**config.mk**
```make
export PLATFORM = sky130hd
export DESIGN_NAME = seg_disp_sched
export DESIGN_NICKNAME = d
export VERILOG_FILES = /design/src/rtl/seg_disp_sched_pkg.sv /design/src/rtl/seg_disp_sched_blink.sv /design/src/rtl/seg_disp_sched.sv
export SDC_FILE = /design/constraint.sdc
export NUM_CORES = 1
export LEC_CHECK = 0
export ABC_CLOCK_PERIOD_IN_PS = 7000
export CAP_MARGIN = 0
export CORE_MARGIN = 8
export CORE_UTILIZATION = 45
export CTS_CLUSTER_DIAMETER = 120
export DETAILED_ROUTE_END_ITERATION = 6
export MAX_ROUTING_LAYER = met4
export PLACE_DENSITY_LB_ADDON = 0.3
export SYNTH_ARGS = -nofsm -noshare
export SYNTH_HDL_FRONTEND = slang
export SYNTH_HIERARCHICAL = 1
export SYNTH_SLANG_ARGS = --single-unit
```
**constraint.sdc**
```tcl
create_clock -name clk -period 7 [get_ports clk]
set_input_delay 0.7 -clock clk [delete_from_list [all_inputs] [get_ports clk]]
set_output_delay 0.7 -clock clk [all_outputs]
set_load 0.05 [all_outputs]
```
**src/rtl/seg_disp_sched_pkg.sv**
```systemverilog
// Shared types and helpers for the segment display scheduler.
// Holds the FSM encoding, requester indices and the arbitration rule.
package seg_disp_sched_pkg;

   typedef enum logic {
      IDLE = 1'b0,
      SHOW = 1'b1
   } state_e;

   localparam logic [1:0] REQ_ALERT = 2'd0;
   localparam logic [1:0] REQ_ONE   = 2'd1;
   localparam logic [1:0] REQ_TWO   = 2'd2;

   // Alert always wins; a 1/2 tie goes to the one not granted last.
   // Only meaningful when at least one req bit is set.
   function automatic logic [1:0] arb_pick(
      input logic [2:0] req,
      input logic       last_two
   );
      logic [1:0] w;
      if (req[0])
         w = REQ_ALERT;
      else if (req[1] && req[2])
         w = last_two ? REQ_ONE : REQ_TWO;
      else if (req[1])
         w = REQ_ONE;
      else
         w = REQ_TWO;
      return w;
   endfunction

   function automatic logic [2:0] onehot(input logic [1:0] idx);
      return 3'b001 << idx;
   endfunction

endpackage

```
**src/rtl/seg_disp_sched_blink.sv**
```systemverilog
// seg_blink_timer: toggles phase every BLINK_CYC enabled cycles.
// Ports: clk, rst (async high), clr (restart), en (count), phase (1 = blanked).
module seg_blink_timer #(
   parameter int unsigned BLINK_CYC = 12500000
) (
   input  logic clk,
   input  logic rst,
   input  logic clr,
   input  logic en,
   output logic phase
);

   localparam int CW = (BLINK_CYC > 1) ? $clog2(BLINK_CYC) : 1;
   localparam logic [CW-1:0] CNT_MAX = CW'(BLINK_CYC - 1);

   logic [CW-1:0] cnt_q, cnt_d;
   logic          phase_q, phase_d;

   // The state loaded on clr already counts the grant cycle itself, so
   // phase runs one cycle ahead and lines up with the registered dig_en.
   always_comb begin
      cnt_d   = cnt_q;
      phase_d = phase_q;
      if (clr) begin
         if (BLINK_CYC == 1) begin
            cnt_d   = '0;
            phase_d = 1'b1;
         end else begin
            cnt_d   = CW'(1);
            phase_d = 1'b0;
         end
      end else if (en) begin
         if (cnt_q == CNT_MAX) begin
            cnt_d   = '0;
            phase_d = ~phase_q;
         end else begin
            cnt_d = cnt_q + 1'b1;
         end
      end
   end

   always_ff @(posedge clk or posedge rst) begin
      if (rst) begin
         cnt_q   <= '0;
         phase_q <= 1'b0;
      end else begin
         cnt_q   <= cnt_d;
         phase_q <= phase_d;
      end
   end

   assign phase = phase_q;

endmodule

```
**src/rtl/seg_disp_sched.sv**
```systemverilog
// Arbitrates three display requesters onto one 7-segment scanner.
// Ports: clk, rst, req/data*/mask*/blink in; grant, disp_num, dig_en out.
module seg_disp_sched
   import seg_disp_sched_pkg::*;
#(
   parameter int unsigned HOLD_CYC  = 50000000,
   parameter int unsigned BLINK_CYC = 12500000
) (
   input  logic        clk,
   input  logic        rst,
   input  logic [2:0]  req,
   input  logic [15:0] data0,
   input  logic [15:0] data1,
   input  logic [15:0] data2,
   input  logic [3:0]  mask0,
   input  logic [3:0]  mask1,
   input  logic [3:0]  mask2,
   input  logic [2:0]  blink,
   output logic [2:0]  grant,
   output logic [15:0] disp_num,
   output logic [3:0]  dig_en
);

   localparam int HW = (HOLD_CYC > 1) ? $clog2(HOLD_CYC) : 1;
   localparam logic [HW-1:0] HOLD_MAX = HW'(HOLD_CYC - 1);

   state_e        state_q, state_d;
   logic [2:0]    grant_q, grant_d;
   logic [1:0]    gidx_q, gidx_d;
   logic [15:0]   disp_q, disp_d;
   logic [3:0]    dig_q, dig_d;
   logic [HW-1:0] hold_q, hold_d;
   logic          last_two_q, last_two_d;

   logic          take;
   logic          drop;
   logic [1:0]    pick;
   logic [1:0]    win;
   logic [1:0]    sel;
   logic [15:0]   data_sel;
   logic [3:0]    mask_sel;
   logic          phase;

   seg_blink_timer #(
      .BLINK_CYC(BLINK_CYC)
   ) u_blink (
      .clk  (clk),
      .rst  (rst),
      .clr  (take),
      .en   (state_q == SHOW),
      .phase(phase)
   );

   always_comb begin
      take = 1'b0;
      drop = 1'b0;
      pick = arb_pick(req, last_two_q);
      win  = gidx_q;
      unique case (state_q)
         IDLE: begin
            if (|req) begin
               take = 1'b1;
               win  = pick;
            end
         end
         SHOW: begin
            if (req[0] && gidx_q != REQ_ALERT) begin
               take = 1'b1;
               win  = REQ_ALERT;
            end else if (!req[gidx_q]) begin
               if (|req) begin
                  take = 1'b1;
                  win  = pick;
               end else begin
                  drop = 1'b1;
               end
            end else if (hold_q == HOLD_MAX) begin
               // Holder is still in req, so it only keeps the grant
               // when nobody else can beat it.
               take = (pick != gidx_q);
               win  = pick;
            end
         end
         default: ;
      endcase
   end

   assign sel = take ? win : gidx_q;

   always_comb begin
      data_sel = data0;
      mask_sel = mask0;
      unique case (sel)
         REQ_ONE: begin
            data_sel = data1;
            mask_sel = mask1;
         end
         REQ_TWO: begin
            data_sel = data2;
            mask_sel = mask2;
         end
         default: ;
      endcase
   end

   always_comb begin
      state_d    = state_q;
      grant_d    = grant_q;
      gidx_d     = gidx_q;
      disp_d     = disp_q;
      dig_d      = dig_q;
      hold_d     = hold_q;
      last_two_d = last_two_q;
      if (take) begin
         state_d = SHOW;
         gidx_d  = win;
         grant_d = onehot(win);
         hold_d  = '0;
         if (win != REQ_ALERT)
            last_two_d = (win == REQ_TWO);
      end else if (drop) begin
         state_d = IDLE;
         grant_d = 3'b000;
         hold_d  = '0;
      end else if (state_q == SHOW && hold_q != HOLD_MAX) begin
         hold_d = hold_q + 1'b1;
      end
      if (state_d == SHOW) begin
         disp_d = data_sel;
         dig_d  = mask_sel & ~{4{blink[sel] & phase & ~take}};
      end else begin
         dig_d  = 4'b0000;
      end
   end

   always_ff @(posedge clk or posedge rst) begin
      if (rst) begin
         state_q    <= IDLE;
         grant_q    <= 3'b000;
         gidx_q     <= REQ_ALERT;
         disp_q     <= 16'h0000;
         dig_q      <= 4'b0000;
         hold_q     <= '0;
         last_two_q <= 1'b1;
      end else begin
         state_q    <= state_d;
         grant_q    <= grant_d;
         gidx_q     <= gidx_d;
         disp_q     <= disp_d;
         dig_q      <= dig_d;
         hold_q     <= hold_d;
         last_two_q <= last_two_d;
      end
   end

   assign grant    = grant_q;
   assign disp_num = disp_q;
   assign dig_en   = dig_q;

endmodule
```
# == Word level (Yosys, flattened, before mapping) ==
# Cells that the tools add are included.
# op_classes
n_reduce_logical,12
n_mux,39
bitwise,7
shifts,1
n_lt_le_gt_ge,2
n_addsub,2
n_eq_ne,7
# op_table
op,count
$mux W26,3
$mux W24,3
$pmux W16 S2,1
$add A26 B1 Y26 const B,1
$eq A26 B26 Y1 const B,1
$ne A26 B26 Y1 const B,1
$add A24 B1 Y24 const B,1
$eq A24 B24 Y1 const B,1
$mux W2,9
$mux W1,15
$reduce_bool A2 Y1,5
$pmux W4 S2,1
$lt A2 B3 Y1 const B,2
$mux W3,2
$and A4 B4 Y4,1
$bmux W1 S2,2
$eq A2 B2 Y1 const B,2
$mux W4,1
$not A4 Y4,1
$pmux W2 S2,1
$reduce_and A2 Y1,2
$logic_and A1 B1 Y1,3
$not A1 Y1,3
$reduce_bool A3 Y1,1
other kinds (6),7
# totals
regBits,78

# == Depth between registers and ports, before layout ==
# Gate-level depths: netlist (run 1).
# logic_depth
word_depth,16
ltp_mapped,13

# == Cells and area by module ==
# The synthesis (run 1) kept the hierarchy.
# modules_own_cells
module,cells_per_inst,seq_area_each_um2,area_per_inst_um2,instances
seg_disp_sched,327,1327.5,2856.5,1
seg_blink_timer,154,625.6,1438.9,1

# == Worst setup path before layout (run 1) ==
# OpenSTA, ideal clock, no wires.
# synth_timing
path_type,register to register
from,reg hold_q[0]
to,reg u_blink.cnt_q[17]
synth_period_minus_slack_ps,3245
path_buffers,0
path_stages_with_launch,11
arrival_ps,3167
slack_ps,3755
cell_sequence,dfrtp_1 -> ha_1 -> nand4_1 -> or4b_4 -> nor2_1 -> a31oi_1 -> nor2_1 -> o2111a_1 -> or3b_2 -> or4_1 -> a21oi_1
# synth_between
elab_chain_len,6
word_cells_on_any_way,7
# synth_lines
item,line_no,text
"start, declared",seg_disp_sched.sv:32,"logic [HW-1:0] hold_q, hold_d;"
"start signal, assigned",seg_disp_sched.sv:151,hold_q <= hold_d;
$eq A26 B26 Y1 *,seg_disp_sched.sv:77,end else if (hold_q == HOLD_MAX) begin
$mux W1 *,seg_disp_sched.sv:77,
$mux W1 *,seg_disp_sched.sv:70,end else if (!req[gidx_q]) begin
$mux W1 *,seg_disp_sched.sv:67,if (req[0] && gidx_q != REQ_ALERT) begin
$pmux W1 S2 *,seg_disp_sched.sv:59,unique case (state_q)
named net take,seg_disp_sched.sv:35,logic take;
$mux W24 / $reduce_bool A2 Y1 (equally long branches),n/a,
"end signal, assigned",seg_disp_sched_blink.sv:47,cnt_q <= cnt_d;
"end, declared",seg_disp_sched_blink.sv:16,"logic [CW-1:0] cnt_q, cnt_d;"
# The timed path passes the listed nets; every way through them passes the cells marked *.
# A chain may end at the register's enable or synchronous reset.

# == Final worst setup path (run 1) ==
# layout_timing
from,reg hold_q[0]
to,"reg disp_q[5], in the netlist disp_num[5]"
# layout_between
elab_chain_len,8
word_cells_on_any_way,14
# layout_lines
item,line_no,text
$eq A26 B26 Y1 *,seg_disp_sched.sv:77,
$mux W2 / $mux W1 (equally long branches),seg_disp_sched.sv:77,
$mux W2 / $mux W1 (equally long branches),seg_disp_sched.sv:70,
$mux W2 / $mux W1 (equally long branches),seg_disp_sched.sv:67,
$pmux W2 S2 / $pmux W1 S2 (equally long branches),seg_disp_sched.sv:59,
$mux W2,n/a,
$eq A2 B2 Y1 / $eq A2 B1 Y1 (equally long branches),seg_disp_sched.sv:93,unique case (sel)
$pmux W16 S2,seg_disp_sched.sv:93,
"end signal, assigned",seg_disp_sched.sv:149,disp_q <= disp_d;
"end, declared",seg_disp_sched.sv:30,"logic [15:0] disp_q, disp_d;"
# Mark *: on every way between the ends. The rest lies on a longest branch, timed or not.

==> results of run 1 <==
[area by class of cell]
cell class                      instances  area (um^2)  share of cell area [%]
Sequential cell                        78         1950                    35.5
Clock buffer                           11          151                    2.75
Multi-Input combinational cell        368         2210                    40.2
Inverter                               14         52.6                   0.955
Tap cell                              129          161                    2.93
Timing Repair Buffer                   92          916                    16.6
Clock inverter                          5         56.3                    1.02
[logic make-up (layout without fill, tap and decap cells)]
logic type                 Yosys count  in the layout  synth area share (%)
and+or+nand+nor                    209            209                  25.1
buffers and inverters               35            122                  3.12
xor gates and xnor gates            30             30                  6.12
AOI/OAI and AO/OA                  123            123                  18.6
adders and majority gates            4              4                  1.17
muxes                                2              2                 0.466
DFF                                 78             78                  45.5
[tightest hold or removal path: cells and delay by family, from the launching register on]
kind / cells / cell delay (ns)
AOI/OAI and AO/OA: 1 / 0.06
DFF: 1 / 0.34
and+or+nand+nor: 1 / 0.04
[state kept, by name (all words and copies together), names as in the netlist, 2 cells and up]
signal and count:
hold_q 26, u_blink/cnt_q 24, disp_num 16, dig_en 4
grant 3, gidx_q 2
[per-stage QoR]
step | std cells | util [%] | hold WS (ns)
final | 697 | 59.5 | 0.482
after global routing | 697 | 59.5 | 0.514
after CTS | 697 | 59.5 | 0.492
after detailed placement | 681 | 57.3 | 0.475
after global placement | 681 | 57.3 | 0.463
after floorplan | 481 | - | 0.497
[metal layers]
| metal | vias up | part of all wire [%] | track usage [%] |
|---|---|---|---|
| li1 | 1931 | - | - |
| met1 | 1841 | 43 | 21.8 |
| met2 | 100 | 52 | 30.7 |
| met3 | 14 | 3.5 | 3.43 |
| met4 | 0 | 1.5 | 5.51 |
| met5 | - | 0 | - |
[path summary, 6_finish.rpt]
path | end | slack, ns
max in group asynchronous | disp_num[0]$_DFFE_PP0P_ | 5.37
min | disp_num[3]$_DFFE_PP0P_ | 0.48
max reg2reg | disp_num[5]$_DFFE_PP0P_ | 3.25
max | disp_num[5]$_DFFE_PP0P_ | 3.25
min reg2reg | disp_num[3]$_DFFE_PP0P_ | 0.48
min in group asynchronous | u_blink/cnt_q[22]$_DFFE_PP0P_ | 0.92
[power by group]
| group | leakage (nW) | total, mW | switching (mW) | internal, mW |
|---|---|---|---|---|
| combinational | 0.967 | 0.563 | 0.365 | 0.198 |
| sequential | 1.04 | 0.561 | 0.0463 | 0.515 |
| clock | 0.106 | 0.348 | 0.164 | 0.184 |
[synthesized netlist by cell type, types with 3 or more instances]
cell | instances | area [um^2]
dfrtp_1 | 77 | 1930
o31ai_1 | 7 | 52.6
a21oi_1 | 41 | 205
nor2_1 | 64 | 240
nand2b_1 | 5 | 31.3
and4_1 | 4 | 35.0
o221ai_1 | 3 | 26.3
inv_1 | 14 | 52.6
or3_1 | 10 | 62.6
or4_1 | 8 | 60.1
a22oi_1 | 20 | 150
xor2_1 | 17 | 149
o21ai_0 | 29 | 145
xnor2_1 | 13 | 114
nor4_1 | 4 | 25.0
nand3_1 | 23 | 115
nor3_1 | 10 | 50.1
nand4_1 | 15 | 93.8
o211ai_1 | 3 | 22.5
ha_1 | 4 | 50.1
nand2_1 | 43 | 161
nor4b_1 | 4 | 35.0
clkbuf_1 | 19 | 71.3
and3_1 | 4 | 25.0
==> impl_metrics.py, run 1 <==
metrics = {
    "timing": {
        "hold_violations": 0,
        "tightest_slew_ns": 1.16,
        "grt_setup_unrepaired": "no",
        "fin_ws_ns": 3.25,
        "setup-tns-final_ns": 0,
        "relSlewSlack_pct": 22.8,
        "max_freq_mhz": 267,
        "slew_viol_final": 0,
        "final-setup-viol-count": 0,
        "period_minus_slack_ns": 3.75,
        "period_share_pct": 53.6,
        "clock_skew_ns": 0.0130,
    },
    "floorplanning": {
        "die_x_um": 114,
        "die_h_um": 114,
        "initial_core_util_pct": 46.5,
        "dieArea_um2": 12900,
        "ios": 91,
        "coreArea_um2": 9240,
        "placementRows": 35,
    },
    "worst_setup_path": {
        "cp_num_cells": 11,
        "cp_slowest_cell": "ha_1",
        "cp-startpoint": "hold_q[0]$_DFFE_PP0P_",
        "cp.arrival_ns": 3.97,
        "worst-path-buf-inv": 1,
        "path_cells": "ha_1 > nand4_1 > or4b_4 > o221ai_1 > nand4_1 > nand3_1 > inv_1 > ha_1 > nor2_1 > a21oi_1 > o21ai_0",
        "crit_path_end_kind": "flop",
        "rr_startpoint": "hold_q[0]$_DFFE_PP0P_",
        "crit_required_ns": 7.22,
        "path_class": "reg2reg",
        "path_max_fanout": 40,
        "rr_worst_depth": 11,
        "crit_family": "adder cells",
        "slowest_delay_ns": 1.06,
        "startpoint_type": "flop",
    },
    "yosys": {
        "synth-edff-count": 0,
        "syn_area_um2": 4300,
        "ys_async_sr_fraction_pct": 100,
        "synth-main-ff-cell": "dfrtp_1",
        "synthCells": 481,
        "avgSynthCellArea_um2": 8.93,
        "synthDistinctLibCells": 58,
        "syn_nets": 553,
        "ys_ff_latch": 78,
        "synth-warning-count": 6,
        "seq_area_frac_synth_pct": 45.5,
    },
    "power_and_ir_drop": {
        "power.density_nw_per_um2": 268,
        "power.total_mw": 1.47,
        "ir_drop_mv": 0.129,
        "p_leak_nw": 2.11,
    },
    "final_layout": {
        "finalNetCount": 635,
        "drive_gt1_share_pct": 5.99,
        "antenna_cells": 0,
        "layout_commonest_cell": "clkdlybuf4s50_1",
        "fillCellCount": 781,
        "syn_to_final_growth_pct": 28.1,
        "final_cell_mix": "90 x clkdlybuf4s50_1, 77 x dfrtp_1, 63 x nor2_1",
        "design_area_um2": 5500,
    },
    "place": {
        "pre_cts_ws_ns": 2.95,
        "hpwlAfterDp_mm": 8.21,
        "gp_congestion": 0.874,
        "dpl_cell_area_um2": 5290,
        "portBuffers": 90,
    },
    "drt": {
        "routed_wl_mm": 11.2,
        "ant_nets": 0,
        "vias_per_cell": 5.58,
        "post_drt_wl_per_cell_um": 16.0,
        "vias": 3886,
        "drc": 0,
        "drt-pass1-iter-count": 5,
        "drtIter0Drc": 282,
    },
    "job": {
        "drv_cap": 0,
    },
    "global_routing": {
        "track_usage_pct": 18.3,
        "overflow": 0,
        "grt_max_degree": 54,
        "grt_pass1_wl_mm": 18.9,
        "first_global_vias": 3811,
        "antenna_found_initial": 0,
    },
    "clock_tree": {
        "insertion_delay_ns": 0.35,
        "path_clk_slew_ns": 0.08,
        "post_cts_buffers": 0,
        "cts_max_path_buffers": 2,
        "cts_made_buffers": 9,
        "cts.htree.levels": 3,
        "cts-root-buf": "clkbuf_8",
        "clkSinkCount": 78,
        "ctsResizeCount": 0,
        "cts_tree": "done",
        "cts_hold_buffers": 0,
    },
    "worst_hold_path": {
        "holdPathStages": 2,
        "hold_class": "reg2reg",
        "hold_start": "disp_num[3]$_DFFE_PP0P_",
    },
    "outcome": {
        "outcome": "finished clean",
    },
}
Power figures use the tool's default switching activity.
==> inputs of run 2 (changes only) <==
- ABC_CLOCK_PERIOD_IN_PS: 7000 -> 3500
- clock period: 7 -> 3.5 ns (I/O delays scaled with it)
==> impl_metrics.py, run 2 (same netlist as run 1, synthesis figures left out) <==
metrics = {
    "place": {
        "dpl_cell_area_um2": 5340,
        "place_inst": 687,
        "gp_congestion": 0.897,
        "pre_cts_ws_ns": 0.0841,
        "hpwlAfterDp_mm": 8.59,
        "portBuffers": 90,
    },
    "timing": {
        "final-setup-viol-count": 0,
        "relSlewSlack_pct": 23.4,
        "max_freq_mhz": 301,
        "fin_ws_ns": 0.180,
        "period_minus_slack_ns": 3.32,
        "timing.hold.ws_ns": 0.483,
        "hold_violations": 0,
        "clock_skew_ns": 0.0153,
        "grt_setup_unrepaired": "no",
        "period_share_pct": 94.9,
        "slew_viol_final": 0,
        "setup-tns-final_ns": 0,
        "tightest_slew_ns": 1.14,
    },
    "clock_tree": {
        "cts_tree": "done",
        "cts_hold_buffers": 0,
        "cts_made_buffers": 9,
        "cts.htree.levels": 3,
        "path_clk_slew_ns": 0.08,
        "cts-root-buf": "clkbuf_8",
        "clkSinkCount": 78,
        "cts_max_path_buffers": 2,
        "post_cts_buffers": 0,
        "ctsResizeCount": 0,
        "insertion_delay_ns": 0.35,
    },
    "drt": {
        "drtIter0Drc": 297,
        "drt-pass1-iter-count": 5,
        "vias": 4011,
        "ant_nets": 0,
        "vias_per_cell": 5.71,
        "drc": 0,
        "routed_wl_mm": 11.7,
        "post_drt_wl_per_cell_um": 16.6,
    },
    "floorplanning": {
        "dieArea_um2": 12900,
        "placementRows": 35,
        "coreArea_um2": 9240,
        "die_h_um": 114,
        "die_x_um": 114,
        "initial_core_util_pct": 46.5,
        "ios": 91,
    },
    "worst_setup_path": {
        "cp.arrival_ns": 3.58,
        "crit_required_ns": 3.76,
        "startpoint_type": "flop",
        "cp_slowest_cell": "or4b_4",
        "path_class": "reg2reg",
        "crit_path_frequent_cell": "nor2_1",
        "slowest_delay_ns": 0.56,
        "path_cells": "ha_2 > nand4_1 > or4b_4 > nor2_1 > a31oi_2 > nor2_1 > o2111a_2 > or3b_2 > or4_1 > a21oi_1",
        "path_max_fanout": 5,
        "crit_path_end_kind": "flop",
    },
    "final_layout": {
        "drive_gt1_share_pct": 8.01,
        "fillCellCount": 785,
        "fin_util_pct": 60.2,
        "largest_register_ffs": 26,
        "syn_to_final_growth_pct": 29.4,
        "finalNetCount": 641,
        "layout_commonest_cell": "clkdlybuf4s50_1",
        "regMostFlops": "hold_q",
        "fin_cells": 703,
        "design_area_um2": 5560,
        "antenna_cells": 0,
        "final_cell_mix": "90 x clkdlybuf4s50_1, 77 x dfrtp_1, 63 x nor2_1",
    },
    "worst_hold_path": {
        "hold_class": "reg2reg",
    },
    "global_routing": {
        "grt_pass1_wl_mm": 19.3,
        "grt_max_degree": 54,
        "first_global_vias": 3879,
        "track_usage_pct": 18.7,
        "antenna_found_initial": 0,
        "overflow": 0,
    },
    "power_and_ir_drop": {
        "power.total_mw": 2.97,
        "power.density_nw_per_um2": 535,
        "ir_drop_mv": 0.199,
        "p_leak_nw": 2.13,
    },
    "job": {
        "drv_cap": 0,
    },
    "outcome": {
        "outcome": "finished clean",
    },
}
run 2: path summary, 6_finish.rpt:
check | start | end | slack, ns | cells past startpoint
worst max-delay path | hold_q[0]$_DFFE_PP0P_ | u_blink/cnt_q[17]$_DFFE_PP0P_ | 0.18 | 10
worst min-delay path | disp_num[3]$_DFFE_PP0P_ | disp_num[3]$_DFFE_PP0P_ | 0.48 | 2
worst max register to register | hold_q[0]$_DFFE_PP0P_ | u_blink/cnt_q[17]$_DFFE_PP0P_ | 0.18 | 10
worst min register to register | disp_num[3]$_DFFE_PP0P_ | disp_num[3]$_DFFE_PP0P_ | 0.48 | 2
max in group asynchronous | rst | hold_q[20]$_DFFE_PP0P_ | 2.21 | 2
min in group asynchronous | rst | u_blink/cnt_q[19]$_DFFE_PP0P_ | 0.57 | 2
run 2: metal layers:
metal	part of all wire [%]	global-route usage [%]
met1	42	22.4
met2	53	31.9
met3	4.1	3.59
met4	0.93	4.62
met5	0	-
run 2: area by class of cell:
type	count	area, um^2	area share (%)
clock buffer	10	138	2.48
clock inverter	6	61.3	1.10
inverter	14	52.6	0.945
multi-input combinational	368	2230	40.2
sequential	78	1950	35.1
tap	129	161	2.90
timing repair buffer	98	961	17.3
run 2: where the power goes:
part	switching, mW	internal, mW
logic	0.749	0.422
clock network	0.332	0.346
registers	0.0924	1.03
run 2: worst max-delay path, delay by kind of cell (launching register included):
kind                       cells  cell delay [ns]
and+or+nand+nor                6             1.98
DFF                            1             0.40
AOI/OAI and AO/OA              3             0.62
adders and majority gates      1             0.24
